--- src/rtl/buffer_write_arbiter.sv ---
// Two-requester, packet-granular round-robin arbiter for a shared buffer write port.
// Tracks per-packet length, truncation on full, idle timeout and total buffer fill.
module buffer_write_arbiter #(
  parameter int TIMEOUT = 1023,
  parameter int DEPTH   = 16384
) (
  input  logic        clk,
  input  logic        reset,
  input  logic        req0,
  input  logic        req1,
  input  logic        wr_valid0,
  input  logic        wr_valid1,
  input  logic [31:0] data_in0,
  input  logic [31:0] data_in1,
  input  logic        last0,
  input  logic        last1,
  output logic        grant0,
  output logic        grant1,
  output logic        buf_wr_en,
  output logic [31:0] buf_data_in,
  output logic        pkt_done,
  output logic        pkt_src,
  output logic [14:0] pkt_len,
  output logic        pkt_err,
  output logic        buf_full,
  output logic [14:0] words_used
);

  localparam int          IW      = (TIMEOUT > 1) ? $clog2(TIMEOUT + 1) : 1;
  localparam logic [14:0] DEPTH_W = 15'(DEPTH);

  typedef enum logic [0:0] {IDLE = 1'b0, BUSY = 1'b1} state_t;

  state_t          state_q, state_d;
  logic            owner_q, owner_d;
  logic            rr_q, rr_d;
  logic            grant0_q, grant0_d, grant1_q, grant1_d;
  logic            wr_en_q, wr_en_d;
  logic [31:0]     data_q, data_d;
  logic            done_q, done_d;
  logic            src_q, src_d;
  logic [14:0]     pkt_len_q, pkt_len_d;
  logic            err_q, err_d;
  logic            full_q, full_d;
  logic [14:0]     used_q, used_d;
  logic [14:0]     len_q, len_d;
  logic            trunc_q, trunc_d;
  logic [IW-1:0]   idle_q, idle_d;

  logic            own_valid_s, own_last_s;
  logic [31:0]     own_data_s;
  logic [14:0]     len_new_s;
  logic            trunc_new_s;
  logic [IW-1:0]   idle_inc_s;

  assign own_valid_s = owner_q ? wr_valid1 : wr_valid0;
  assign own_last_s  = owner_q ? last1     : last0;
  assign own_data_s  = owner_q ? data_in1  : data_in0;
  assign idle_inc_s  = idle_q + IW'(1);

  // Next-state and output decode for the IDLE/BUSY ownership FSM.
  always_comb begin
    state_d     = state_q;
    owner_d     = owner_q;
    rr_d        = rr_q;
    grant0_d    = grant0_q;
    grant1_d    = grant1_q;
    wr_en_d     = 1'b0;
    data_d      = data_q;
    done_d      = 1'b0;
    src_d       = src_q;
    pkt_len_d   = pkt_len_q;
    err_d       = err_q;
    used_d      = used_q;
    len_d       = len_q;
    trunc_d     = trunc_q;
    idle_d      = idle_q;
    len_new_s   = len_q;
    trunc_new_s = trunc_q;

    case (state_q)
      IDLE: begin
        if (req0 || req1) begin
          // rr_q names the requester holding priority on a tie
          owner_d  = (req0 && req1) ? rr_q : req1;
          state_d  = BUSY;
          grant0_d = ~owner_d;
          grant1_d = owner_d;
          len_d    = 15'd0;
          trunc_d  = 1'b0;
          idle_d   = '0;
        end else begin
          grant0_d = 1'b0;
          grant1_d = 1'b0;
        end
      end
      BUSY: begin
        if (own_valid_s) begin
          idle_d = '0;
          if (!full_q) begin
            wr_en_d   = 1'b1;
            data_d    = own_data_s;
            used_d    = used_q + 15'd1;
            len_new_s = len_q + 15'd1;
          end else begin
            trunc_new_s = 1'b1;
          end
          len_d   = len_new_s;
          trunc_d = trunc_new_s;
          if (own_last_s) begin
            state_d   = IDLE;
            grant0_d  = 1'b0;
            grant1_d  = 1'b0;
            done_d    = 1'b1;
            src_d     = owner_q;
            pkt_len_d = len_new_s;
            err_d     = trunc_new_s;
            rr_d      = ~owner_q;
          end else begin
            state_d = BUSY;
          end
        end else if ((TIMEOUT > 0) && (idle_inc_s == IW'(TIMEOUT))) begin
          state_d   = IDLE;
          grant0_d  = 1'b0;
          grant1_d  = 1'b0;
          done_d    = 1'b1;
          src_d     = owner_q;
          pkt_len_d = len_q;
          err_d     = 1'b1;
          rr_d      = ~owner_q;
        end else if (TIMEOUT > 0) begin
          idle_d = idle_inc_s;
        end else begin
          idle_d = idle_q;
        end
      end
      default: begin
        state_d  = IDLE;
        grant0_d = 1'b0;
        grant1_d = 1'b0;
      end
    endcase

    full_d = (used_d == DEPTH_W);
  end

  // State and output registers with synchronous reset.
  always_ff @(posedge clk) begin
    if (reset) begin
      state_q   <= IDLE;
      owner_q   <= 1'b0;
      rr_q      <= 1'b0;
      grant0_q  <= 1'b0;
      grant1_q  <= 1'b0;
      wr_en_q   <= 1'b0;
      data_q    <= 32'd0;
      done_q    <= 1'b0;
      src_q     <= 1'b0;
      pkt_len_q <= 15'd0;
      err_q     <= 1'b0;
      full_q    <= 1'b0;
      used_q    <= 15'd0;
      len_q     <= 15'd0;
      trunc_q   <= 1'b0;
      idle_q    <= '0;
    end else begin
      state_q   <= state_d;
      owner_q   <= owner_d;
      rr_q      <= rr_d;
      grant0_q  <= grant0_d;
      grant1_q  <= grant1_d;
      wr_en_q   <= wr_en_d;
      data_q    <= data_d;
      done_q    <= done_d;
      src_q     <= src_d;
      pkt_len_q <= pkt_len_d;
      err_q     <= err_d;
      full_q    <= full_d;
      used_q    <= used_d;
      len_q     <= len_d;
      trunc_q   <= trunc_d;
      idle_q    <= idle_d;
    end
  end

  assign grant0      = grant0_q;
  assign grant1      = grant1_q;
  assign buf_wr_en   = wr_en_q;
  assign buf_data_in = data_q;
  assign pkt_done    = done_q;
  assign pkt_src     = src_q;
  assign pkt_len     = pkt_len_q;
  assign pkt_err     = err_q;
  assign buf_full    = full_q;
  assign words_used  = used_q;

endmodule
--- config.mk ---
export PLATFORM = sky130hd
export DESIGN_NAME = buffer_write_arbiter
export DESIGN_NICKNAME = d
export VERILOG_FILES = /design/src/rtl/buffer_write_arbiter.sv
export SDC_FILE = /design/constraint.sdc
export NUM_CORES = 1
export LEC_CHECK = 0
export CAP_MARGIN = 40
export CORE_MARGIN = 4
export CORE_UTILIZATION = 45
export DETAILED_ROUTE_END_ITERATION = 16
export PLACE_DENSITY_LB_ADDON = 0.12
export SETUP_SLACK_MARGIN = 0.1
export SLEW_MARGIN = 0
export SYNTH_ARGS = -nofsm -noshare
export SYNTH_HDL_FRONTEND = slang
export SYNTH_SLANG_ARGS = --single-unit
--- constraint.sdc ---
create_clock -name clk -period 7.7 [get_ports clk]
set_clock_uncertainty 0.05 [all_clocks]
set_input_delay 1.155 -clock clk [delete_from_list [all_inputs] [get_ports clk]]
set_output_delay 1.155 -clock clk [all_outputs]
set_load 0.01 [all_outputs]
### Yosys cells after proc, flatten, opt, wreduce, memory -nomap -nowiden

Index checks and enable logic that the tools add are counted.
Widths: inputs -> output; s select.

* flip-flop bits (word level): 98
* bits of input ports: 72
* word-level logic and storage cells: 90

* add/subtract/negate cells: 3
* equal/unequal tests: 8
* multiplexer cells: 47
* bitwise gates (word level): 5
* reductions and logical operators: 11

Operators with widths (number)
* $mux 15: 9
* $mux 32: 1
* $add 15x1->15 const B: 2
* $mux 10: 3
* $pmux 15 s2: 1
* $mux 1: 28
* $pmux 10 s2: 1
* $eq 15x15->1 const B: 1
* $add 10x1->10 const B: 1
* $eq 10x10->1 const B: 1
* $pmux 1 s2: 4
* $reduce_and 2->1: 4
* $reduce_and 3->1: 2
* $not 1->1: 5
* $ne 2x1->1 const B: 2
* $ne 3x1->1 const B: 1
* $ne 3x2->1 const B: 1
* $ne 3x3->1 const B: 1
* $reduce_or 3->1: 1
* $ne 2x2->1 const B: 1
* $reduce_bool 2->1: 1
* $reduce_or 2->1: 1
* $logic_and 1x1->1: 1
* $logic_or 1x1->1: 1

### Depth between registers and ports, before layout

Gate-level depths: netlist (run 1).

* depth after elaboration: 5
* gate-level depth with buffers: 9
* mapped depth without buffers: 7

### Least setup slack after synthesis (run 1)

OpenSTA, ideal clock, no wires.

* kind: input port to flip-flop
* from: input port wr_valid1
* to: register full_q, in the netlist buf_full
* setup time: 0.092 ns
* arrival time: 2.676 ns
* required time: 7.558 ns
* setup slack: 4.882 ns
* stages on the path: 7
* path through: mux2i_1 or4_1 clkbuf_1 nor4_1 o211ai_1 a211o_1 nor4_1

* cells in the longest elaborated chain, start to end: 4

Ends and longest elaborated chain
* start, declared: line 12 `input logic wr_valid1,`
* $mux 1: line 56 `assign own_valid_s = owner_q ? wr_valid1 : wr_valid0;`
* $mux 15: line 98 `if (own_valid_s) begin`
* $mux 15: line 81 `case (state_q)`
* $eq 15x15->1: line 144 `full_d = (used_d == DEPTH_W);`
* end signal, assigned: line 178 `full_q <= full_d;`
* end, declared: line 44 `logic full_q, full_d;`

Every way passes these cells.
A chain may end at the register's enable or synchronous reset.

### Worst setup path after layout (run 1)

Ends and elaborated chain as after synthesis.

==> results by stage, run 1 <==
Worst setup path:
- The endpoint of the worst register-to-register path is pkt_len[4]$_SDFFE_PP0P_.
- Counting both buffers and inverters, the worst setup path holds a total of 3.
- The worst setup path is captured at a flip-flop.
- The critical path start-end classification is in2reg.
- The kind of cell with the highest combined delay along the critical path is buffers and inverters.
- For the worst flop-to-flop path, the logic depth is 7.
- The worst setup path is launched from an input port.
- The largest individual stage delay along the critical path comes from the cell buf_4.
- The critical path goes through clkdlybuf4s50_1 -> mux2i_2 -> buf_4 -> nor3_2 -> buf_4 -> nand3b_1 -> o21ai_0 -> o2111ai_1 -> nor4_1.
- The cell that appears most often on the critical path is buf_4.
- At the worst endpoint, the required time is 7900 ps.
- The data arrival time of the critical path is 3570 ps.
- In this run the critical register-to-register path is launched from idle_q[0]$_SDFFE_PP0P_.
- The delay of the slowest cell on the worst path is 540 ps.
- The register-to-register setup slack is 4590 ps.
- The biggest fanout along the worst timing path is 68.

Clock tree:
- The master cell of the clock root buffer is clkbuf_16.
- Clock tree synthesis found a total of 98 sinks.
- The clock buffer count from CTS is 9.
- In this run the number of H-tree levels came out at 3.
- The clock tree from TritonCTS is done.
- Gates resized during post-CTS repair numbered 0.
- No sink is reached through more buffers than the 2 on the longest clock path.
- After clock tree synthesis, the clock-pin slew on the worst setup and hold paths is 60 ps.
- The number of buffers inserted for hold repair after clock tree synthesis is 0.
- The buffers inserted during post-CTS setup optimization is 0.
- The later pin in the worst-skew pair is clocked with a latency of 340 ps.

Global routing:
- The maximum number of pins on one net before global-route repair is 69.
- Across every metal layer, demand over resource in global routing totals 20.0%.
- The number of global-route vias before repair came to 4491.
- The first global-routing pass estimated 21400 µm of wire.
- The initial antenna violation count is 0.
- The remaining global-route overflow is 0.

STA:
- In this run the tightest slew margin relative to its limit is 40.8%.
- Setup repair after global routing left no endpoint under its margin.
- The final critical path takes up 43.8% of the cycle.
- The final critical path time including I/O delays and setup is 3380 ps.
- Setup slack on the critical path of the routed design comes to 4320 ps.
- Hold timing on the final database bottoms out at a slack of 411 ps.
- The final hold violation count is 0.
- The final-report max-slew violation count is 0.
- The aggregate negative setup slack is 0 ps.
- Setup violations remaining at the end of the flow were counted as 0.
- The transition time at the pin with the least slew margin is 885 ps.
- Timing would allow up to 296 MHz.

Synthesis:
- A synthesized cell averages 8.39 µm².
- After synthesis, flip-flops and latches occupy 38.6% of the total area.
- The share of the synthesized area in compound gates (AO/OA/AOI/OAI) is 15.7%.
- After synthesis, the largest family of logic cells by area is simple AND/OR/NAND/NOR gates.
- In this run, distinct cell masters in the synthesized netlist total 56.
- The fraction of the mapped netlist area in simple logic gates is 23.8%.
- The share of async-settable or async-resettable flops after synthesis is 0%.
- Among all flip-flop cells after synthesis, the most frequent one is dfxtp_1.
- The number of flops mapped to enable cells by yosys is 0.
- The xor/xnor cell area share of the yosys netlist is 4.66%.
- The synthesis-stage register bit count is 98.
- The net count after synthesis is 681.
- Ranked by total cell area, the synthesized netlist is headed by dfxtp_1 (39%), mux2i_1 (7.7%), nor2_1 (6.5%).
- The biggest area contributor in the post-synthesis netlist is dfxtp_1.
- The share of synthesized area in the top cell type comes to 38.6%.
- The gate count of the mapped netlist is 605.
- The number of warnings printed during yosys synthesis is 0.
- Summing the areas of all fa, ha and maj instances in the mapped netlist gives 0.986% of the synthesized area.
- The portion of synthesized area spent on multiplexers is 12.1%.
- The cell area that synthesis handed to floorplanning was 5080 µm².

Power:
- The share of power burned in registers is 45.6%.
- The total power density per cell area is 173 nW/µm².
- The analysis attributes to cell leakage a power of 0.00237 µW.
- The power share of the clock group is 39.7%.
- The cell-internal power is 898 µW.
- The fraction of power consumed by combinational cells is 14.7%.
- Across the VDD grid, the largest voltage drop is 86.3 µV.
- The analysis attributes to net switching a power of 281 µW.
- Of the total power, the share spent switching nets is 23.8%.

Cells and area:
- The final non-filler cell total is 862.
- The net total in the final layout is 794.
- The total non-filler cell area in the finished layout is 6800 µm².
- The number of antenna diodes in the final layout is 0.
- Cells with a size suffix above 1 make up 6.23% of the layout.
- From synthesis to final layout, the design area changed by 34.0%.

Drt:
- The detailed router finished its first iteration with 246 violations.
- The sum of routed wire length over all layers is 13100 µm.
- The remaining design rule violation count is 0.
- The per-cell via count in the routed design is 5.53.
- The number of nets with antenna violations after routing is 0.
- Summing over every cut layer, the via total after detailed routing is 4769.
- In the final routed layout, each cell accounts on average for 15.2 µm.
- The first detailed-routing pass ran for 5 iterations.

Floorplan:
- The y dimension of the die is 114 µm.
- The number of primary I/O pins is 141.
- The die covers 13000 µm².
- The horizontal die dimension is 114 µm.
- The row count is 38.
- The standard cell core area is 10900 µm².
- The initial utilization of the core area, before any placement, comes to 46.4%.

Hold path:
- The number of stages on the worst hold path is 2.
- The path class of the tightest hold or removal check is reg2reg.
- The hold-critical path endpoint is trunc_q$_SDFFE_PP0P_.
- The worst hold path begins at trunc_q$_SDFFE_PP0P_.

Status:
- The flow ran to the end, and the final reports show no timing, DRC or antenna violations.

Placement:
- Buffers placed on the I/O ports in this run total 140.
- The post-placement cell count is 847.
- Detailed placement ended at an HPWL of 9410 µm.
- The pre-CTS setup slack is 3980 ps.
- Summing all placed instances gives a cell area of 6500 µm².
- Routability-driven placement finished with a final weighted congestion of 0.868.

Job:
- The number of max-cap violations is 0.
[power by group through the flow]
stage          clock, µW  sequential, µW  combinational (µW)
6_report             468             538                 174
5_1_grt              497             540                 190
4_1_cts              477             538                 175
3_5_place_dp           0             549                 174
3_3_place_gp           0             548                 172
2_1_floorplan          0             554                80.7
[cells by family after synthesis]
group	after synthesis
flip-flops	98
buffers and inverters	49
XOR/XNOR	27
adder cells (fa/ha/maj)	4
multiplexers	56
AO/OA/AOI/OAI	121
AND/OR/NAND/NOR	250
[synthesized netlist by cell type (8+ instances only)]
master / n
nand3_1: 18
o21ai_0: 26
dfxtp_1: 98
nor2b_1: 17
xor2_1: 15
nor2_1: 88
mux2_4: 8
and3_1: 8
clkbuf_1: 32
or3_1: 10
a211oi_1: 35
a21oi_1: 28
xnor2_1: 12
mux2_2: 9
nand2_1: 59
mux2i_1: 39
nor3_1: 17
[through the flow]
| step | utilization (%) | power, µW |
|---|---|---|
| after global placement | 59.5 | 720 |
| final | 62.2 | 1180 |
| after floorplan | - | 635 |
| after global routing | 62.2 | 1230 |
| after detailed placement | 59.5 | 723 |
| after CTS | 62.2 | 1190 |
[worst max path at each step]
| stage | from | to | slack (ps) | cells after the start |
|---|---|---|---|---|
| 2_1_floorplan | wr_valid1 | buf_full$_SDFF_PP0_ | 4880 | 7 |
| 3_3_place_gp | wr_valid0 | buf_full$_SDFF_PP0_ | 4130 | 8 |
| 3_5_place_dp | wr_valid0 | buf_full$_SDFF_PP0_ | 3980 | 9 |
| 4_1_cts | wr_valid0 | buf_full$_SDFF_PP0_ | 4320 | 9 |
| 5_1_grt | wr_valid0 | buf_full$_SDFF_PP0_ | 4120 | 9 |
| 6_report | wr_valid1 | buf_full$_SDFF_PP0_ | 4320 | 9 |
[metal layers]
| layer | vias to the layer above | GRT usage [%] | wire (µm) |
|---|---|---|---|
| met4 | 0 | 6.49 | 191 |
| li1 | 2380 | - | - |
| met1 | 2212 | 25.0 | 5700 |
| met5 | - | 0 | 0 |
| met3 | 15 | 6.08 | 1060 |
| met2 | 162 | 32.9 | 6120 |
[tightest hold or removal path, stage by stage, from the launching register on]
cell	delay (ps)
dfxtp_1	310
nand2_1	50
a21oi_1	50
[cell type report]
cell class | instances | area, µm²
sequential | 98 | 1960
fill | 971 | 4130
timing repair buffer | 144 | 1430
clock inverter | 3 | 65.1
inverter | 7 | 26.3
tap | 140 | 175
clock buffer | 12 | 236
multi-input combinational | 458 | 2910
[state kept, by name, summed over array words and instances, names as in the netlist, 10 cells and up]
| register | flops |
|---|---|
| buf_data_in | 32 |
| idle_q | 10 |
| len_q | 15 |
| pkt_len | 15 |
| words_used | 15 |
[cells in the final DEF, fill, tap and decap left out, types with 9 or more instances in the layout]
cell             count
a21oi_1             28
clkdlybuf4s50_1    139
a211oi_1            35
o21ai_0             26
xor2_1              15
nand3_1             18
nor3_1              16
clkbuf_16            9
nand2_1             59
nor2b_1             17
dfxtp_1             97
mux2_2               9
xnor2_1             12
or3_1               10
mux2i_1             38
nor2_1              88
Power figures use the tool's default switching activity.
==> run 2, diff against run 1 <==
==> constraint.sdc (replaced) <==
create_clock -name clk -period 3.4 [get_ports clk]
set_clock_uncertainty 0.05 [all_clocks]
set_input_delay 0.51 -clock clk [delete_from_list [all_inputs] [get_ports clk]]
set_output_delay 0.51 -clock clk [all_outputs]
set_load 0.01 [all_outputs]
==> results by stage, run 2 (synthesized netlist as in run 1, its figures left out) <==
Placement:
- The count of buffers inserted at the top-level ports came to 140 (unchanged).
- The pre-CTS setup slack is 429 ps (was 3980 ps).
- The weighted congestion at the end of routability-driven global placement is 0.859 (was 0.868).
- The placed wire-length estimate after detailed placement is 9600 µm (was 9410 µm).

STA:
- The post-route clock period utilization is 88.3%.
- The setup violation total in the final timing report is 0 (unchanged).
- The least setup slack across all paths after layout is 399 ps (was 4320 ps).
- RSZ-0062 raised after global routing: no (unchanged).
- The final-report max-slew violation count is 0 (unchanged).
- The clock period could shrink to 3000 ps.
- The transition time at the pin with the least slew margin came to 888 ps (was 885 ps).
- Static timing analysis puts the maximum clock frequency at 333 MHz.
- The headroom to the max-slew limit is 40.8% (about the same).
- The aggregate negative setup slack is 0 ps (unchanged).
- The final hold violation count is 0 (unchanged).

Global routing:
- The number of global-route vias before repair came to 4661 (was 4491).
- The busiest metal layer after global routing is met2 (unchanged).
- The fraction of met3 tracks used by global routing is 7.35% (was 6.08%).
- The met1 usage is 25.6% (was 25.0%).
- The maximum number of pins on one net before global-route repair was 83 (was 69).
- The remaining global-route overflow is 0 (unchanged).
- The global-route usage over all layers was 20.5% (was 20.0%).
- The met2 track demand over resource in global routing is 33.3% (was 32.9%).
- The initial antenna violation count was 0 (unchanged).
- The global-route wire length before repair is 22100 µm (was 21400 µm).

Power:
- The fraction of power consumed by combinational cells is 14.7% (about the same).
- The power share of the clock group is 40.3% (was 39.7%).
- The total power density per cell area is 395 nW/µm² (was 173 nW/µm²).
- The power dissipated by switching net loads is 659 µW (was 281 µW).
- The share of power burned in registers was 45.0% (was 45.6%).
- The cell-internal power is 2050 µW (was 898 µW).
- The share of total power consumed by net switching came to 24.3% (was 23.8%).
- The static leakage power came to 0.00239 µW (was 0.00237 µW).
- The worst ir drop on vdd is 245 µV (was 86.3 µV).

Cells and area:
- The fraction of layout cells with a size suffix above 1 is 7.16% (was 6.23%).
- The most common cell after layout, fill and taps aside is clkdlybuf4s50_1 (unchanged).
- Commonest non-fill, non-tap cells in the layout: clkdlybuf4s50_1 (139), dfxtp_1 (97), nor2_1 (88) (unchanged).
- The growth of design area from synthesis to finish is 35.0% (was 34.0%).
- The net total in the final layout is 797 (was 794).
- The core utilization of the finished layout was 62.6% (was 62.2%).
- The number of diodes added for antenna fixing is 0 (unchanged).
- The flip-flop count of the largest register after layout is 32 (unchanged).

Drt:
- The number of nets with antenna violations after routing is 0 (unchanged).
- The remaining design rule violation count is 0 (unchanged).
- The average wire per standard cell is 15.5 µm (was 15.2 µm).
- The first-pass iteration count of the detailed router is 5 (unchanged).
- The number of DRC markers after the initial detailed-route iteration is 382 (was 246).
- The per-cell via count in the routed design is 5.49 (was 5.53).
- The sum of routed wire length over all layers is 13400 µm (was 13100 µm).
- The number of vias after detailed routing is 4758 (was 4769).

Floorplan:
- The standard cell core area came to 10900 µm² (unchanged).
- The floorplan die area came to 13000 µm² (unchanged).
- The y dimension of the die is 114 µm (unchanged).
- The effective utilization at floorplan was 46.4% (unchanged).
- The number of primary I/O pins is 141 (unchanged).
- The horizontal die dimension is 114 µm (unchanged).
- The row count came to 38 (unchanged).

Worst setup path:
- The biggest fanout along the worst timing path is 16 (was 68).
- The register-to-register setup slack is 400 ps (was 4590 ps).
- The startpoint of the worst register-to-register path was idle_q[0]$_SDFFE_PP0P_ (unchanged).
- The launching instance or port of the critical path is idle_q[0]$_SDFFE_PP0P_ (was wr_valid1).
- The required time of the worst setup path is 3580 ps (was 7900 ps).
- The critical path start-end classification is reg2reg (was in2reg).
- The critical path launch point type was a flip-flop (was input port).
- The data arrival time of the critical path is 3180 ps (was 3570 ps).
- The kind of end point of the critical path was a flip-flop (unchanged).
- The worst-case reg-to-reg path depth is 7 (unchanged).
- The capturing instance or port of the critical path is pkt_len[3]$_SDFFE_PP0P_ (was buf_full$_SDFF_PP0_).
- The endpoint of the worst register-to-register path was pkt_len[3]$_SDFFE_PP0P_ (was pkt_len[4]$_SDFFE_PP0P_).

Clock tree:
- The number of sinks on the clock net came to 98 (unchanged).
- The maximum count of clock buffers along a single path is 2 (unchanged).
- The number of buffers inserted for hold repair after clock tree synthesis was 0 (unchanged).
- The clock latency of the later-clocked register in the worst-skew pair came to 350 ps (was 340 ps).
- The clock tree from TritonCTS is done (unchanged).
- The number of instances resized during post-cts repair is 0 (unchanged).
- The master cell of the clock root buffer is clkbuf_16 (unchanged).
- The clock transition time at the flip-flop clock pins of the worst setup and hold paths came to 60 ps (about the same).
- The clock buffer count from CTS is 9 (unchanged).
- The buffers inserted during post-CTS setup optimization is 0 (unchanged).
- The maximum level of the CTS H-tree is 3 (unchanged).

Status:
- Status: complete, no violations (unchanged).

Job:
- The number of max-cap violations is 0 (unchanged).

Hold path:
- The worst min-delay path category is reg2reg (unchanged).
- The beginning of the worst hold path was pkt_src$_SDFFE_PP0P_ (was trunc_q$_SDFFE_PP0P_).
## run 2: area by class of cell
cell class / count / area [µm²]
inverter: 7 / 26.3
clock buffer: 13 / 280
multi-input combinational: 458 / 2910
fill: 993 / 4090
sequential: 98 / 1960
timing repair buffer: 147 / 1450
tap: 140 / 175
clock inverter: 3 / 45.0
## run 2: worst min path at each step
stage / to / slack (ps) / depth (start not counted)
4_1_cts: trunc_q$_SDFFE_PP0P_ / 420 / 2
3_3_place_gp: trunc_q$_SDFFE_PP0P_ / 400 / 2
3_5_place_dp: pkt_src$_SDFFE_PP0P_ / 410 / 2
5_1_grt: pkt_src$_SDFFE_PP0P_ / 440 / 2
6_report: pkt_src$_SDFFE_PP0P_ / 410 / 2
2_1_floorplan: trunc_q$_SDFFE_PP0P_ / 390 / 2
## run 2: critical path, stage by stage (launching register included)
cell and delay (ps):
dfxtp_1 420, ha_1 290, and2_1 250, nor2_1 70, o311ai_0 340, and2_1 300, o31a_1 740, mux2_2 420
## run 2: per-stage QoR
stage | area (µm²) | instances | hold slack, ps | total power, µW
after floorplan | 5080 | 605 | 386 | 1440
after global placement | 6530 | 850 | 400 | 1630
after detailed placement | 6530 | 850 | 409 | 1640
after CTS | 6850 | 866 | 419 | 2730
after global routing | 6850 | 866 | 441 | 2820
final | 6850 | 866 | 414 | 2710
## run 2: power groups by stage
stage	logic, µW	clock network, µW	registers [µW]
after floorplan	183	0	1250
after global placement	392	0	1240
after detailed placement	399	0	1240
after CTS	401	1110	1220
after global routing	436	1160	1220
final	397	1090	1220
## run 2: routing by layer
metal | vias up | part of all wire, %
met5 | - | 0
met4 | 0 | 1.2
met3 | 16 | 8.6
met2 | 163 | 47
met1 | 2195 | 43
li1 | 2384 | -
